--- src/rtl/cdc_pulse_sched.sv ---
// Round-robin pulse scheduler: queues per-requester events and issues spaced
// one-cycle pulses with a stable tag. Optional ovf_o via CDC_PULSE_SCHED_OVF_EN.
module cdc_pulse_sched #(
    parameter int pN           = 4,
    parameter int pCNT_WIDTH   = 4,
    parameter int pHOLD_WIDTH  = 8,
    parameter int pMIN_HOLDOFF = 8,
    localparam int TW          = (pN > 1) ? $clog2(pN) : 1
) (
    input  logic                   clk,
    input  logic                   reset_i,
    input  logic [pN-1:0]          req_i,
    input  logic [pHOLD_WIDTH-1:0] holdoff_i,
    output logic                   chan_pulse_o,
    output logic [TW-1:0]          chan_tag_o,
    output logic [pN-1:0]          pending_o,
    output logic                   busy_o
`ifdef CDC_PULSE_SCHED_OVF_EN
    ,
    output logic [pN-1:0]          ovf_o
`endif
);

    localparam int MINW = $clog2(pMIN_HOLDOFF + 1);
    localparam int HW   = (pHOLD_WIDTH > MINW) ? pHOLD_WIDTH : MINW;

    typedef enum logic [1:0] {S_IDLE, S_ISSUE, S_HOLD} state_t;

    state_t          state_q;
    logic [pN-1:0]   req_q;
    logic [TW-1:0]   tag_q, last_q, sel_d;
    logic            pulse_q;
    logic [HW-1:0]   hold_q, hold_ld;
    logic [pN-1:0]   nz, sat_hit, dec_vec;
    logic            grant_en, found;
    logic [TW:0]     rr_idx;

    // Requests are captured once so counters and arbitration see a clean,
    // registered view of the requester bus.
    always_ff @(posedge clk or posedge reset_i) begin
        if (reset_i) req_q <= '0;
        else         req_q <= req_i;
    end

    for (genvar i = 0; i < pN; i++) begin : g_lane
        logic [pCNT_WIDTH-1:0] cnt_q, cnt_d;
        logic                  sat;

        assign sat = &cnt_q;

        always_comb begin
            cnt_d = cnt_q;
            if (req_q[i] && dec_vec[i])  cnt_d = cnt_q;
            else if (req_q[i] && !sat)   cnt_d = cnt_q + pCNT_WIDTH'(1);
            else if (dec_vec[i])         cnt_d = cnt_q - pCNT_WIDTH'(1);
        end

        always_ff @(posedge clk or posedge reset_i) begin
            if (reset_i) cnt_q <= '0;
            else         cnt_q <= cnt_d;
        end

        assign nz[i]      = |cnt_q;
        assign sat_hit[i] = req_q[i] && sat && !dec_vec[i];
    end

    // First non-zero counter after the last grant, wrapping modulo pN.
    always_comb begin
        sel_d  = last_q;
        found  = 1'b0;
        rr_idx = '0;
        for (int k = 1; k <= pN; k++) begin
            rr_idx = {1'b0, last_q} + (TW+1)'(k);
            if (rr_idx >= (TW+1)'(pN)) rr_idx = rr_idx - (TW+1)'(pN);
            if (!found && nz[rr_idx[TW-1:0]]) begin
                found = 1'b1;
                sel_d = rr_idx[TW-1:0];
            end
        end
    end

    assign grant_en = (state_q == S_IDLE) && (|nz);

    always_comb begin
        dec_vec = '0;
        for (int i = 0; i < pN; i++)
            dec_vec[i] = grant_en && (sel_d == TW'(i));
    end

    assign hold_ld = (HW'(holdoff_i) > HW'(pMIN_HOLDOFF)) ? HW'(holdoff_i) : HW'(pMIN_HOLDOFF);

    always_ff @(posedge clk or posedge reset_i) begin
        if (reset_i) begin
            state_q <= S_IDLE;
            pulse_q <= 1'b0;
            tag_q   <= '0;
            last_q  <= TW'(pN - 1);
            hold_q  <= '0;
        end else begin
            case (state_q)
                S_IDLE: begin
                    if (grant_en) begin
                        tag_q   <= sel_d;
                        last_q  <= sel_d;
                        pulse_q <= 1'b1;
                        state_q <= S_ISSUE;
                    end
                end
                S_ISSUE: begin
                    pulse_q <= 1'b0;
                    hold_q  <= hold_ld;
                    state_q <= S_HOLD;
                end
                S_HOLD: begin
                    // hold_q is never zero here since the floor is at least 1
                    hold_q <= hold_q - HW'(1);
                    if (hold_q <= HW'(1)) state_q <= S_IDLE;
                end
                default: state_q <= S_IDLE;
            endcase
        end
    end

    assign chan_pulse_o = pulse_q;
    assign chan_tag_o   = tag_q;
    assign pending_o    = nz;
    assign busy_o       = (state_q != S_IDLE);

`ifdef CDC_PULSE_SCHED_OVF_EN
    logic [pN-1:0] ovf_q;

    always_ff @(posedge clk or posedge reset_i) begin
        if (reset_i) ovf_q <= '0;
        else         ovf_q <= ovf_q | sat_hit;
    end

    assign ovf_o = ovf_q;
`else
    logic sat_unused;
    assign sat_unused = |sat_hit;
`endif

endmodule

--- config.mk ---
export PLATFORM = sky130hd
export DESIGN_NAME = cdc_pulse_sched
export DESIGN_NICKNAME = d
export VERILOG_FILES = /design/src/rtl/cdc_pulse_sched.sv
export SDC_FILE = /design/constraint.sdc
export NUM_CORES = 1
export LEC_CHECK = 0
export BUFFER_PORTS_ARGS = -buffer_cell sky130_fd_sc_hd__buf_2
export CAP_MARGIN = 20
export CORE_MARGIN = 4
export CORE_UTILIZATION = 53
export CTS_CLUSTER_DIAMETER = 80
export CTS_CLUSTER_SIZE = 20
export DETAILED_ROUTE_END_ITERATION = 12
export GPL_TIMING_DRIVEN = 1
export PLACE_DENSITY = 0.85
export REMOVE_ABC_BUFFERS = 1
export SLEW_MARGIN = 25
export SYNTH_ARGS = -nofsm -noshare
export SYNTH_HDL_FRONTEND = slang
export SYNTH_SLANG_ARGS = --single-unit
--- constraint.sdc ---
create_clock -name clk -period 2.59 [get_ports clk]
set_input_delay 0.259 -clock clk [delete_from_list [all_inputs] [get_ports clk]]
set_output_delay 0.259 -clock clk [all_outputs]
set_load 0.005 [all_outputs]
; After elaboration in Yosys (flattened, before gate mapping)
; Cells that the tools add are included.
[word_totals]
latchBits = 0
register_bits = 35
elab_cells = 130
n_memories = 0
romBits = 0
ramBits = 0
[op_classes]
magnitude_cmp = 10
mul = 0
n_mux = 34
addsub = 17
shift = 0
eq_ne = 7
bitwise_logic = 4
n_reduce_logical = 48
div_mod_pow = 0
[op_table]
columns = cell, n
row1 = 2-to-1 mux 4 bit, 8
row2 = 2-to-1 mux 2 bit, 10
row3 = "adder 4 x 1 -> 4 bit, second input constant", 4
row4 = logical AND 1 bit, 16
row5 = one-hot mux 8 bit (2 select lines), 1
row6 = AND reduction 4 bit, 4
row7 = OR reduction 16 bit, 1
row8 = OR reduction 4 bit, 4
row9 = "subtractor 4 x 1 -> 4 bit, second input constant", 4
row10 = AND reduction 2 bit, 7
row11 = nonzero test 2 bit, 7
row12 = ">= comparator 3 bit, second input constant", 4
row13 = "< comparator 2 x 3 -> 1 bit, second input constant", 4
row14 = binary-select mux 1 bit (select 2 bit), 4
row15 = "> comparator 8 x 4 -> 1 bit, second input constant", 1
row16 = "<= comparator 8 x 1 -> 1 bit, second input constant", 1
row17 = 2-to-1 mux 1 bit, 8
row18 = 2-to-1 mux 8 bit, 1
row19 = "subtractor 2 x 1 -> 2 bit, second input constant", 4
row20 = "subtractor 8 x 1 -> 8 bit, second input constant", 1
row21 = logical NOT 1 bit, 7
row22 = "adder 2 x 2 -> 3 bit, second input constant", 2
row23 = "equality test 2 bit, second input constant", 3
row24 = one-hot mux 2 bit (3 select lines), 1
row25 = 7 further kinds, 13

; Depth between registers and ports, before layout
[logic_depth]
depth_word = 20
depth_mapped = 10
depth_no_buf = 8

; Worst setup path after synthesis
; Ideal clock, no wire load.
[synth_path]
path_kind = reg-to-reg
startpoint = register g_lane[0].cnt_q[3]
endpoint = register g_lane[0].cnt_q[1]
path_buffers = 2
arrival_time_ns = 2.475
period_less_slack_ns = 2.602
setup_time_ns = 0.128
path_slack_ns = -0.012
stages_incl_launch_ff = 9
cell_sequence = dfrtp_1 -> or4_1 -> clkbuf_2 -> or4_4 -> buf_6 -> nand2_8 -> nor3_2 -> mux2i_2 -> mux2_1
[synth_via]
elab_chain_cells = 18
elab_cells_between_ends = 34
[synth_rtl]
columns = item, line
row1 = "start, declared", 46  ; logic [pCNT_WIDTH-1:0] cnt_q, cnt_d;
row2 = "start signal, assigned", 60  ; else cnt_q <= cnt_d;
row3 = OR reduction 4 bit *, 63  ; assign nz[i] = |cnt_q;
row4 = via pending_o[0], 16  ; output logic [pN-1:0] pending_o,
row5 = binary-select mux 1 bit (select 2 bit), 75  ; if (!found && nz[rr_idx[TW-1:0]]) begin
row6 = 2-to-1 mux 1 bit (not written as such), 75
row7 = 2-to-1 mux 1 bit, 75
row8 = logical NOT 1 bit, 75
row9 = logical AND 1 bit, 75
row10 = 2-to-1 mux 1 bit, 75
row11 = [3 not listed], -
row12 = logical NOT 1 bit, 75
row13 = logical AND 1 bit, 75
row14 = 2-to-1 mux 2 bit *, 75
row15 = logical NOT 2 bit *, 87  ; dec_vec[i] = grant_en && (sel_d == TW'(i));
row16 = logical AND 1 bit *, 87
row17 = logical AND 1 bit, 53  ; if (req_q[i] && dec_vec[i]) cnt_d = cnt_q;
row18 = NOT 1 bit (no source line), -
row19 = AND reduction 2 bit (no source line) *, -
; Mark *: on every way through the listed nets, which the timed path passes. The rest lies on a longest branch. The select of a mux whose other input is x is not followed.
; A chain may end at the register's enable or synchronous reset.

; Final worst setup path
[layout_path]
startpoint = register g_lane[0].cnt_q[2]
endpoint = register g_lane[2].cnt_q[1]
[layout_via]
elab_chain_cells = 18
elab_cells_between_ends = 30
[layout_rtl]
columns = item, line
row1 = OR reduction 4 bit, 63
row2 = binary-select mux 1 bit (select 2 bit), 75
row3 = 2-to-1 mux 1 bit (not written as such), 75
row4 = 2-to-1 mux 1 bit, 75
row5 = logical NOT 1 bit, 75
row6 = logical AND 1 bit, 75
row7 = 2-to-1 mux 1 bit, 75
row8 = logical NOT 1 bit, 75
row9 = [2 not listed], -
row10 = logical NOT 1 bit, 75
row11 = logical AND 1 bit, 75
row12 = 2-to-1 mux 2 bit, 75
row13 = equality test 2 bit, 87
row14 = logical AND 1 bit *, 87
row15 = logical AND 1 bit, 53
row16 = NOT 1 bit (no source line), -
row17 = AND reduction 2 bit (no source line) *, -
row18 = "end signal, assigned", 60
row19 = "end, declared", 46
; Mark *: on every way between the ends. The rest lies on a longest branch, timed or not. The select of a mux whose other input is x is not followed.

==> insert_results.sql <==
INSERT INTO impl_metrics (metric_group, metric, value, unit) VALUES
('cts', 'clkSinkCount', '35', ''),
('floorplan', 'core-area', '4140', 'sq um'),
('place', 'worst_slack_at_placement', '-0.0264', 'ns'),
('synth', 'postSynthRegisterBits', '35', ''),
('critical_path', 'worst_setup_path_end_kind', 'register', ''),
('critical_path', 'required_time_at_the_endpoint_of_the_critical_path', '2.77', 'ns'),
('run', 'cap_viol_max_count', '0', ''),
('sta', 'setup_viol_count_final', '0', ''),
('drt', 'antenna_violating_nets_post_route', '0', ''),
('finish', 'final_nets', '316', ''),
('power_and_ir_drop', 'power.density', '1360', 'nW/um^2'),
('critical_path', 'critPathLaunch', 'g_lane[0].cnt_q[2]$_DFFE_PP0P_', ''),
('sta', 'max_freq', '398', 'MHz'),
('critical_path', 'data_arrival_time_of_the_critical_path', '2.69', 'ns'),
('critical_path', 'worst_path_max_delay_cell', 'sky130_fd_sc_hd__or4_1', ''),
('sta', 'final.setup.worst_slack', '0.0803', 'ns'),
('finish', 'diodes', '0', ''),
('global_route', 'largest_net_degree_at_the_start_of_global_routing', '23', ''),
('critical_path', 'timing_worst_setup_path_type', 'register to register', ''),
('sta', 'fin_skew', '0.0101', 'ns'),
('synth', 'synthDistinctLibCells', '45', ''),
('sta', 'finalWorstPathRequiredPeriod', '2.51', 'ns'),
('drt', 'drt_pass1_iterations', '4', ''),
('synth', 'netlist_instances', '239', ''),
('global_route', 'via_count_of_the_first_global_routing_pass', '1875', ''),
('sta', 'final-max-slew-violation-count', '0', ''),
('finish', 'ff_latch_area', '880', 'sq um'),
('finish', 'post_route_cells_drive_above_1_share', '27.3', '%'),
('floorplan', 'floorplan.die_area', '5550', 'sq um'),
('global_route', 'grt_first_pass_wirelength', '8400', 'um'),
('drt', 'drt-total-wl', '5210', 'um'),
('floorplan', 'die_h', '74.5', 'um'),
('synth', 'yosys_warnings', '0', ''),
('synth', 'synth_edf_count', '0', ''),
('place', 'gp_congestion', '0.816', ''),
('synth', 'netlist_area', '2340', 'sq um'),
('global_route', 'gr-usage-all-layers', '19.7', '%'),
('cts', 'clock_latency', '0.29', 'ns'),
('drt', 'detail_route.wl_per_cell', '15.5', 'um'),
('sta', 'finalHoldViolations', '0', ''),
('synth', 'syn_avg_cell_area', '9.80', 'sq um'),
('sta', 'final.period_utilization', '96.9', '%'),
('sta', 'grt_setup_unrepaired', 'yes', ''),
('cts', 'cts_hold_repair.buffers', '0', ''),
('sta', 'hold_ws', '0.000565', 'ns'),
('critical_path', 'crit_path_max_fanout', '6', ''),
('drt', 'detailed_route_via_count', '1972', ''),
('cts', 'cts-htree-levels', '2', ''),
('finish', 'area_used_by_multi_input_combinational_logic', '1390', 'sq um'),
('critical_path', 'path_cells', 'or4_1, buf_4, a21oi_4, o32ai_4, nor3_2, mux2i_2, mux2_1', ''),
('floorplan', 'initial_core_util', '56.5', '%'),
('sta', 'worst-slew-pin-transition', '0.599', 'ns'),
('place', 'io_buffers', '21', ''),
('global_route', 'gr-total-overflow', '0', ''),
('finish', 'layout_commonest_cell', 'sky130_fd_sc_hd__dfrtp_1', ''),
('outcome', 'outcome', 'finished clean', ''),
('floorplan', 'number_of_ports_placed_on_the_die_boundary', '22', ''),
('cts', 'clk_transition_reported_paths', '0.08', 'ns'),
('floorplan', 'std_cell_rows', '23', ''),
('floorplan', 'die_w', '74.5', 'um'),
('critical_path', 'timing.critical_path.from_type', 'register', ''),
('critical_path', 'crit-reg2reg-launch', 'g_lane[0].cnt_q[2]$_DFFE_PP0P_', ''),
('synth', 'synthFlopType', 'sky130_fd_sc_hd__dfrtp_1', ''),
('cts', 'total_clock_buffers_created_by_cts', '5', ''),
('global_route', 'antenna_found_initial', '0', ''),
('finish', 'final_cells', '336', ''),
('place', 'dp_hpwl', '3640', 'um'),
('sta', 'maxSlewHeadroom', '60.1', '%'),
('worst_hold_path', 'hold_path_class', 'primary input to async pin', ''),
('power_and_ir_drop', 'design_power_total', '0.00383', 'W'),
('cts', 'maximum_clock_insertion_buffer_count', '2', '');
-- layer usage --
metal / vias to the layer above / global-route usage, % / routed length (um)
li1: 962 / - / -
met1: 953 / 24.6 / 2250
met2: 47 / 34.1 / 2640
met3: 10 / 4.46 / 230
met4: 0 / 5.34 / 89
met5: - / 0 / 0
-- worst max-delay path: cells and delay by family (launching register included) --
kind	cells	cell delay [ns]
compound gates	2	0.32
simple gates	2	0.78
buf+inv	1	0.19
mux	2	0.69
flops	1	0.42
-- Yosys cell counts, drive strengths merged, types with 6 or more instances --
| master | instances | area share [%] |
|---|---|---|
| a21o | 6 | 1.9 |
| nor4 | 8 | 2.1 |
| clkbuf | 9 | 1.5 |
| o211ai | 6 | 1.9 |
| ha | 13 | 6.9 |
| xor2 | 8 | 3.0 |
| a21oi | 19 | 4.1 |
| inv | 19 | 3.0 |
| nor2 | 17 | 2.7 |
| mux2i | 10 | 4.9 |
| dfrtp | 33 | 35 |
| nand2 | 15 | 3.1 |
| mux2 | 9 | 4.3 |
-- what timing repair did --
action | in CTS | in global routing
resized for setup | 4 | 5
pin swaps | 2 | 6
setup buffers | 1 | 5
setup endpoints to repair | 6 | 8
hold endpoints to repair | 0 | 0
-- worst paths after layout --
| check | endpoint | slack [ns] | cells after the start |
|---|---|---|---|
| worst min-delay path | hold_q[3]$_DFFE_PP0P_ | 0.0006 | 2 |
| worst max-delay path | g_lane[2].cnt_q[1]$_DFFE_PP0P_ | 0.08 | 7 |
| worst min register to register | chan_tag_o[1]$_DFFE_PP0P_ | 0.49 | 1 |
| worst max register to register | g_lane[2].cnt_q[1]$_DFFE_PP0P_ | 0.08 | 7 |
| max in group asynchronous | last_q[0]$_DFFE_PP1P_ | 1.83 | 3 |
| min in group clk | req_q[2]$_DFF_PP0_ | 0.07 | 1 |
-- through the flow --
step / utilization, % / TNS, ns / instance area (sq um)
detailed placement: 63.5 / -0.0561 / 2630
global placement: 63.5 / 0 / 2630
floorplan: - / 0 / 2290
finish: 67.8 / 0 / 2810
CTS: 66.3 / 0 / 2750
global route: 67.8 / -0.362 / 2810
-- power by group --
group | total, W | leakage [nW] | internal [W] | switching (W)
sequential | 0.00109 | 0.406 | 0.000833 | 0.000252
clock | 0.000390 | 0.0422 | 0.000189 | 0.000202
combinational | 0.00236 | 0.809 | 0.00113 | 0.00123
-- cell type report --
cell class | instances | share of cell area (%)
Multi-Input combinational cell | 174 | 49.5
Sequential cell | 35 | 31.3
Timing Repair Buffer | 50 | 11.5
Clock buffer | 7 | 2.72
Inverter | 19 | 2.54
Tap cell | 50 | 2.23
Clock inverter | 1 | 0.178
-- sequential cells by signal (all words and copies together), names as in the netlist --
signal,count
chan_pulse_o,1
chan_tag_o,2
g_lane.cnt_q,16
hold_q,8
last_q,2
req_q,4
state_q,2
-- cells by family (layout without fill, tap and decap cells) --
family | Yosys count | after routing | synth area share [%]
xor gates and xnor gates | 8 | 8 | 2.99
adders and majority gates | 17 | 17 | 10.4
DFF | 35 | 35 | 37.5
AOI/OAI and AO/OA | 59 | 59 | 17.3
buffers and inverters | 30 | 77 | 5.23
and+or+nand+nor | 71 | 71 | 17.4
muxes | 19 | 19 | 9.24
Note: power is estimated with default switching activity, not from simulation.
